==> config.mk <==
export PLATFORM = sky130hd
export DESIGN_NAME = trena_uc
export DESIGN_NICKNAME = d
export VERILOG_FILES = /design/src/rtl/trena_pkg.sv /design/src/rtl/trena_timeout_counter.sv /design/src/rtl/trena_uc.sv
export SDC_FILE = /design/constraint.sdc
export NUM_CORES = 1
export LEC_CHECK = 0
export ABC_AREA = 1
export ABC_CLOCK_PERIOD_IN_PS = 1300
export BUFFER_PORTS_ARGS = -buffer_cell sky130_fd_sc_hd__buf_2
export CAP_MARGIN = 15
export CORE_AREA = 2 2 39 41
export DETAILED_ROUTE_END_ITERATION = 6
export DIE_AREA = 0 0 41 43
export MAX_ROUTING_LAYER = met4
export PLACE_DENSITY = 0.54
export SLEW_MARGIN = 20
export SYNTH_ARGS = -nofsm -noshare
export SYNTH_HDL_FRONTEND = slang
export SYNTH_SLANG_ARGS = --single-unit
==> constraint.sdc <==
create_clock -name clock -period 1.3 [get_ports clock]
set_input_delay 0.26 -clock clock [delete_from_list [all_inputs] [get_ports clock]]
set_output_delay 0.26 -clock clock [all_outputs]
set_load 0.01 [all_outputs]
==> src/rtl/trena_pkg.sv <==
// Shared state encodings and character-select constants for the trena_uc controller.
package trena_pkg;

    typedef enum logic [3:0] {
        INICIAL        = 4'd0,
        PREPARA        = 4'd1,
        AGUARDA_MEDIDA = 4'd2,
        TRANSMITE      = 4'd3,
        AGUARDA_TX     = 4'd4,
        PROXIMO        = 4'd5,
        FINAL          = 4'd6,
        ERRO           = 4'd7
    } estado_t;

    localparam logic [1:0] SEL_CENTENA   = 2'd2;
    localparam logic [1:0] SEL_DEZENA    = 2'd1;
    localparam logic [1:0] SEL_UNIDADE   = 2'd0;
    localparam logic [1:0] SEL_SEPARADOR = 2'd3;

    localparam logic [1:0] ULTIMO_INDICE = 2'd3;

    // Frame order: hundreds, tens, units, then the '#' separator.
    function automatic logic [1:0] indice_para_seletor(input logic [1:0] indice);
        logic [1:0] sel;
        sel = SEL_CENTENA;
        case (indice)
            2'd0:    sel = SEL_CENTENA;
            2'd1:    sel = SEL_DEZENA;
            2'd2:    sel = SEL_UNIDADE;
            default: sel = SEL_SEPARADOR;
        endcase
        return sel;
    endfunction

endpackage

==> src/rtl/trena_timeout_counter.sv <==
// Cycle counter for the measurement wait; fim flags the last allowed cycle
// (TIMEOUT_CYCLES-1) while enabled.
module trena_timeout_counter #(
    parameter int unsigned TIMEOUT_CYCLES = 5000000
) (
    input  logic clock,
    input  logic reset,
    input  logic clear,
    input  logic enable,
    output logic fim
);

    localparam int unsigned CNT_W = (TIMEOUT_CYCLES > 1) ? $clog2(TIMEOUT_CYCLES) : 1;
    localparam logic [CNT_W-1:0] CNT_FIM = CNT_W'(TIMEOUT_CYCLES - 1);

    logic [CNT_W-1:0] count_q, count_d;

    always_comb begin
        count_d = count_q;
        if (clear) begin
            count_d = '0;
        end else if (enable && !fim) begin
            count_d = count_q + 1'b1;
        end
    end

    always_ff @(posedge clock or negedge reset) begin
        if (!reset) begin
            count_q <= '0;
        end else begin
            count_q <= count_d;
        end
    end

    assign fim = enable && (count_q == CNT_FIM);

endmodule

==> src/rtl/trena_uc.sv <==
// trena_uc: sequences one HC-SR04 measurement and a 4-character serial frame.
// Define TRENA_TIMEOUT_EN to abort a stalled measurement after TIMEOUT_CYCLES.
module trena_uc
    import trena_pkg::*;
#(
    parameter int unsigned TIMEOUT_CYCLES = 5000000
) (
    input  logic       clock,
    input  logic       reset,
    input  logic       mensurar,
    input  logic       pronto_medida,
    input  logic       pronto_transmissao,
    output logic       medir,
    output logic       partida,
    output logic [1:0] seletor,
    output logic       pronto,
    output logic       erro,
    output logic [3:0] db_estado
);

    estado_t    estado_q, estado_d;
    logic [1:0] indice_q, indice_d;
    logic       timeout_fim;

`ifdef TRENA_TIMEOUT_EN
    trena_timeout_counter #(
        .TIMEOUT_CYCLES(TIMEOUT_CYCLES)
    ) u_timeout (
        .clock  (clock),
        .reset  (reset),
        .clear  (estado_q != AGUARDA_MEDIDA),
        .enable (estado_q == AGUARDA_MEDIDA),
        .fim    (timeout_fim)
    );

    assign erro = (estado_q == ERRO);
`else
    // No counter in this build: the measurement wait never expires.
    assign timeout_fim = 1'b0 && (TIMEOUT_CYCLES != 0);
    assign erro        = 1'b0;
`endif

    always_comb begin
        estado_d = estado_q;
        indice_d = indice_q;
        case (estado_q)
            INICIAL: begin
                if (mensurar) estado_d = PREPARA;
            end
            PREPARA: begin
                indice_d = '0;
                estado_d = AGUARDA_MEDIDA;
            end
            AGUARDA_MEDIDA: begin
                // A valid measurement wins over a timeout in the same cycle.
                if (pronto_medida)    estado_d = TRANSMITE;
                else if (timeout_fim) estado_d = ERRO;
            end
            TRANSMITE: begin
                estado_d = AGUARDA_TX;
            end
            AGUARDA_TX: begin
                if (pronto_transmissao) estado_d = PROXIMO;
            end
            PROXIMO: begin
                if (indice_q == ULTIMO_INDICE) begin
                    estado_d = FINAL;
                end else begin
                    indice_d = indice_q + 2'd1;
                    estado_d = TRANSMITE;
                end
            end
            FINAL:   estado_d = INICIAL;
            ERRO:    estado_d = INICIAL;
            default: estado_d = INICIAL;
        endcase
    end

    always_ff @(posedge clock or negedge reset) begin
        if (!reset) begin
            estado_q <= INICIAL;
            indice_q <= '0;
        end else begin
            estado_q <= estado_d;
            indice_q <= indice_d;
        end
    end

    assign medir     = (estado_q == PREPARA);
    assign partida   = (estado_q == TRANSMITE);
    assign pronto    = (estado_q == FINAL);
    assign seletor   = indice_para_seletor(indice_q);
    assign db_estado = estado_q;

endmodule

## Yosys cells after proc, flatten, opt, wreduce, memory -nomap -nowiden

Index checks and enable logic that the tools add are counted.
W data, S select, Z words.

- Flip-flop bits (word level): 6
- Word-level logic and storage cells: 29
- Output and inout bits: 10

- Reduce and logical (&&, ||, !) cells: 5
- Mux-type cells: 8
- Add/subtract/negate cells: 1
- Equal/unequal tests: 13

Operators with widths:

| cell | count |
|---|---|
| $pmux W4 S6 | 1 |
| $eq A4 B3 Y1 const B | 3 |
| $mux W4 | 3 |
| $eq A4 B2 Y1 const B | 2 |
| $ne A2 B2 Y1 const B | 4 |
| $pmux W2 S3 | 1 |
| $eq A2 B2 Y1 const B | 2 |
| $eq A4 B1 Y1 const B | 1 |
| $logic_not A4 Y1 | 1 |
| $pmux W2 S2 | 1 |
| $mux W3 | 1 |
| $reduce_and A3 Y1 | 1 |
| $add A2 B1 Y2 const B | 1 |
| $eq A2 B1 Y1 const B | 1 |
| $logic_not A2 Y1 | 1 |
| $mux W2 | 1 |
| $reduce_and A2 Y1 | 1 |
| $reduce_bool A2 Y1 | 1 |

## Logic depth before layout (Yosys ltp)

- Depth after elaboration: 3
- Depth in mapped cells: 6

## Least setup slack after synthesis

No wires, ideal clock.

- Path type: reg-to-output
- Start point: reg indice_q[0]
- End point: out seletor[0]
- Arrival time: 902 ps
- Cell stages (with the launch flop): 3
- Path slack: 138 ps
- Required time: 1040 ps
- Cell sequence: dfrtp_1 -> ha_1 -> or2_2

- Word-level cells in the longest chain between the ends: 2
- Elaborated cells between the ends (all ways): 4
- Classes of those cells: 2 x eq/ne; 1 x mux; 1 x reduce/logical

Ends and longest elaborated chain:

| item | RTL line | RTL |
|---|---|---|
| start: declaration | trena_uc.sv:22 | `logic [1:0] indice_q, indice_d;` |
| start signal: assignment | trena_uc.sv:85 | `indice_q <= indice_d;` |
| $eq A2 B2 Y1 (tied with other cells) | trena_pkg.sv:26 | `case (indice)` |
| $pmux W2 S3 (*) | trena_pkg.sv:26 |  |
| end: declaration | trena_uc.sv:15 | `output logic [1:0] seletor,` |

Mark *: on every way between the ends. The rest lies on a longest branch, timed or not.

## Final worst setup path

Same ends and word-level chain as after synthesis.

==> impl_metrics.csv <==
group,metric,value,unit
worst_setup_path,crit_chain,"ha_2 -> or2_4 -> buf_6",
layout,fin_util,41.6,%
worst_setup_path,crit_path_max_incr_delay,400,ps
logic_synthesis,synthCells,50,
clock_tree,worstSkewPairLatency,250,ps
detailed_routing,drt_iter0_markers,4,
worst_hold_path,hold_class,"input port to async pin",
die,io_pins,15,
run,cap_violations,0,
logic_synthesis,netlist_area,350,um^2
power_and_ir_drop,power.share.switching,41.8,%
placed_design,placed_cell_area,449,um^2
logic_synthesis,synth_edf_count,0,
die,num_rows,14,
global_route,grt_max_degree,7,
layout,antenna_cells,0,
worst_setup_path,required,1040,ps
worst_setup_path,cp_num_buf_inv,1,
logic_synthesis,netlist.area_leader.share,35.7,%
detailed_routing,postRouteAntennaNets,0,
global_route,antenna_found_initial,0,
logic_synthesis,yosysMostFrequentCell,"nand2_1",
placed_design,io_buffer_count,12,
detailed_routing,drt_first_pass_iters,2,
logic_synthesis,synth-seq-area-share,35.7,%
clock_tree,tritoncts,"done",
power_and_ir_drop,p_int,739,uW
die,coreArea,0.00138,mm^2
clock_tree,clock-root-buffer,"clkbuf_4",
die,start_util,25.3,%
global_route,first_global_vias,369,
placed_design,hpwlAfterDp,563,um
clock_tree,clock_sinks,5,
logic_synthesis,synthFlopType,"dfrtp_1",
worst_setup_path,slowest_stage,"dfrtp_1",
logic_synthesis,avgSynthCellArea,7.01,um^2
power_and_ir_drop,p_per_area,2210,mW/mm^2
worst_setup_path,end_kind,"output pin",
global_route,grt_usage,12.2,%
logic_synthesis,async_reset_ff_share,100,%
timing,finalMaxSlewViolations,0,
placed_design,routabilityCongestion,0.734,
die,die_area,0.00176,mm^2
worst_setup_path,startpoint_type,"flip-flop",
die,die_y,43,um
run_status,violations,"negative setup slack",
power_and_ir_drop,leakagePower,0.000328,uW
timing,grt_setup_unrepaired,"yes",
timing,fmax,697,MHz
timing,setup_ws,-135,ps
detailed_routing,wire_per_inst,8.84,um
layout,layout-drive-gt1-share,53.9,%
clock_tree,cts_max_path_buffers,2,
detailed_routing,vias_per_cell,4.10,
power_and_ir_drop,clkPwrFrac,14.4,%
worst_setup_path,rr_startpoint,"indice_q[1]",
global_route,grt_pass1_wl,1370,um
timing,finalCriticalPeriod,1430,ps
worst_setup_path,worstPathArrival,1170,ps
worst_setup_path,cp_max_fo,3,
logic_synthesis,synthDistinctLibCells,15,
layout,final_nets,85,
worst_setup_path,critPathTopFamily,"flip-flops",
logic_synthesis,synth_top_cells_by_count,"13 x nand2_1, 9 x inv_1, 5 x dfrtp_1, 5 x nor2_1, 4 x nand3_1",
logic_synthesis,synth_area_leaders,"dfrtp_1 36%, nand2_1 14%, ha_1 11%",
worst_setup_path,startpoint,"indice_q[0]",
power_and_ir_drop,combPwrFrac,61.9,%
power_and_ir_drop,power,1270,uW
layout,final_area,576,um^2
global_route,grt_remaining_overflow,0,
clock_tree,path_clk_slew,50,ps
clock_tree,cts_buffers,3,
timing,setup_tns,-214,ps
timing,skew,6.07,ps
layout,area_delta_synth_final,64.3,%
logic_synthesis,synth_top_cell_by_area,"dfrtp_1",
timing,hold_viol,0,
detailed_routing,vias,377,
run_status,status,"complete, but fails checks",
logic_synthesis,yosysWarningCount,0,
die,die_x,41,um
layout,fillers,146,
timing,fin_crit_sh,110,%
power_and_ir_drop,p_sw,531,uW
timing,setup_viol_count_final,3,
logic_synthesis,synth-seq-cells,5,
detailed_routing,drt_wl_total,813,um
power_and_ir_drop,ir_drop,1.03,mV
worst_setup_path,crit_type,"flip-flop to output pin",
detailed_routing,drc_errors,0,
clock_tree,h-tree-depth,1,
power_and_ir_drop,sequentialPowerShare,23.7,%
==> layout by cell type, fill, tap and decap left out <==
cell type,count
ha_2,3
nor2_4,2
nand3_1,4
conb_1,2
a21oi_1,1
o21ai_2,1
nor3_2,1
clkbuf_4,3
clkbuf_1,1
inv_2,5
nand2_1,13
buf_2,10
dlygate4sd3_1,1
inv_1,5
dfrtp_2,2
nand2_4,1
nor2_1,5
or2_4,1
buf_4,10
buf_6,2
dfrtp_1,3
==> state kept, by name (all words and copies together), names as in the netlist <==
| signal | flops |
|---|---|
| indice_q | 2 |
| db_estado | 3 |
==> worst reg2reg max path: cells and delay by family (launching register included) <==
kind,cells,cell delay (ps)
and+or+nand+nor,4,300
adders and majority gates,1,160
buffers and inverters,3,340
DFF,1,390
==> power groups by stage <==
| stage | Clock [uW] | Combinational [uW] | Sequential [uW] |
|---|---|---|---|
| 4_1_cts | 186 | 713 | 306 |
| 3_5_place_dp | 0 | 549 | 297 |
| 2_1_floorplan | 0 | 305 | 322 |
| 5_1_grt | 194 | 877 | 314 |
| 6_report | 183 | 786 | 301 |
| 3_3_place_gp | 0 | 552 | 299 |
==> metal layers <==
layer | vias up | routed length, um | track usage, %
li1 | 196 | - | -
met4 | 0 | 0 | 2.00
met1 | 176 | 312 | 12.7
met5 | - | 0 | -
met3 | 0 | 36 | 7.85
met2 | 5 | 463 | 19.1
==> per-stage QoR <==
step | hold WS (ps) | instances | setup slack [ps]
2_1_floorplan | -35.6 | 51 | 138
3_5_place_dp | 84.0 | 81 | 45.2
3_3_place_gp | 82.6 | 81 | 65.6
4_1_cts | 354 | 90 | -131
6_report | 352 | 92 | -135
5_1_grt | 371 | 92 | -186
==> kinds of logic (layout without fill, tap and decap cells) <==
group	Yosys count	count (layout)	synth area share [%]
simple gates	27	27	33.6
buf+inv	12	37	15.0
flops	5	5	35.7
fa+ha+maj	3	3	10.7
compound gates	2	2	3.93
other cells	1	2	1.07
==> worst paths after layout <==
kind	end	slack [ps]	cells past startpoint
max in group asynchronous	db_estado[0]	790	2
setup / recovery	seletor[0]	-130	3
hold / removal	indice_q[1]	350	2
setup reg to reg	db_estado[0]	30	8
min in group clock	db_estado[0]	370	5
hold reg to reg	db_estado[2]	590	3
==> layout make-up <==
type | instances | area (um^2) | share of cell area (%)
multi-input cells | 34 | 206 | 35.9
repair buffers | 23 | 158 | 27.4
flip-flops and latches | 5 | 128 | 22.2
inverters | 10 | 37.5 | 6.52
clock buffers | 4 | 26.3 | 4.57
well taps | 16 | 20.0 | 3.48
==> repair_timing <==
action / CTS / global route
endpoints found under the hold margin: 5 / 0
buffers inserted: 4 / 2
setup endpoints to repair: 4 / 7
pin swaps: 2 / 7
gates resized for setup: 11 / 5
hold buffers: 1 / 0
Power figures use the tool's default switching activity.
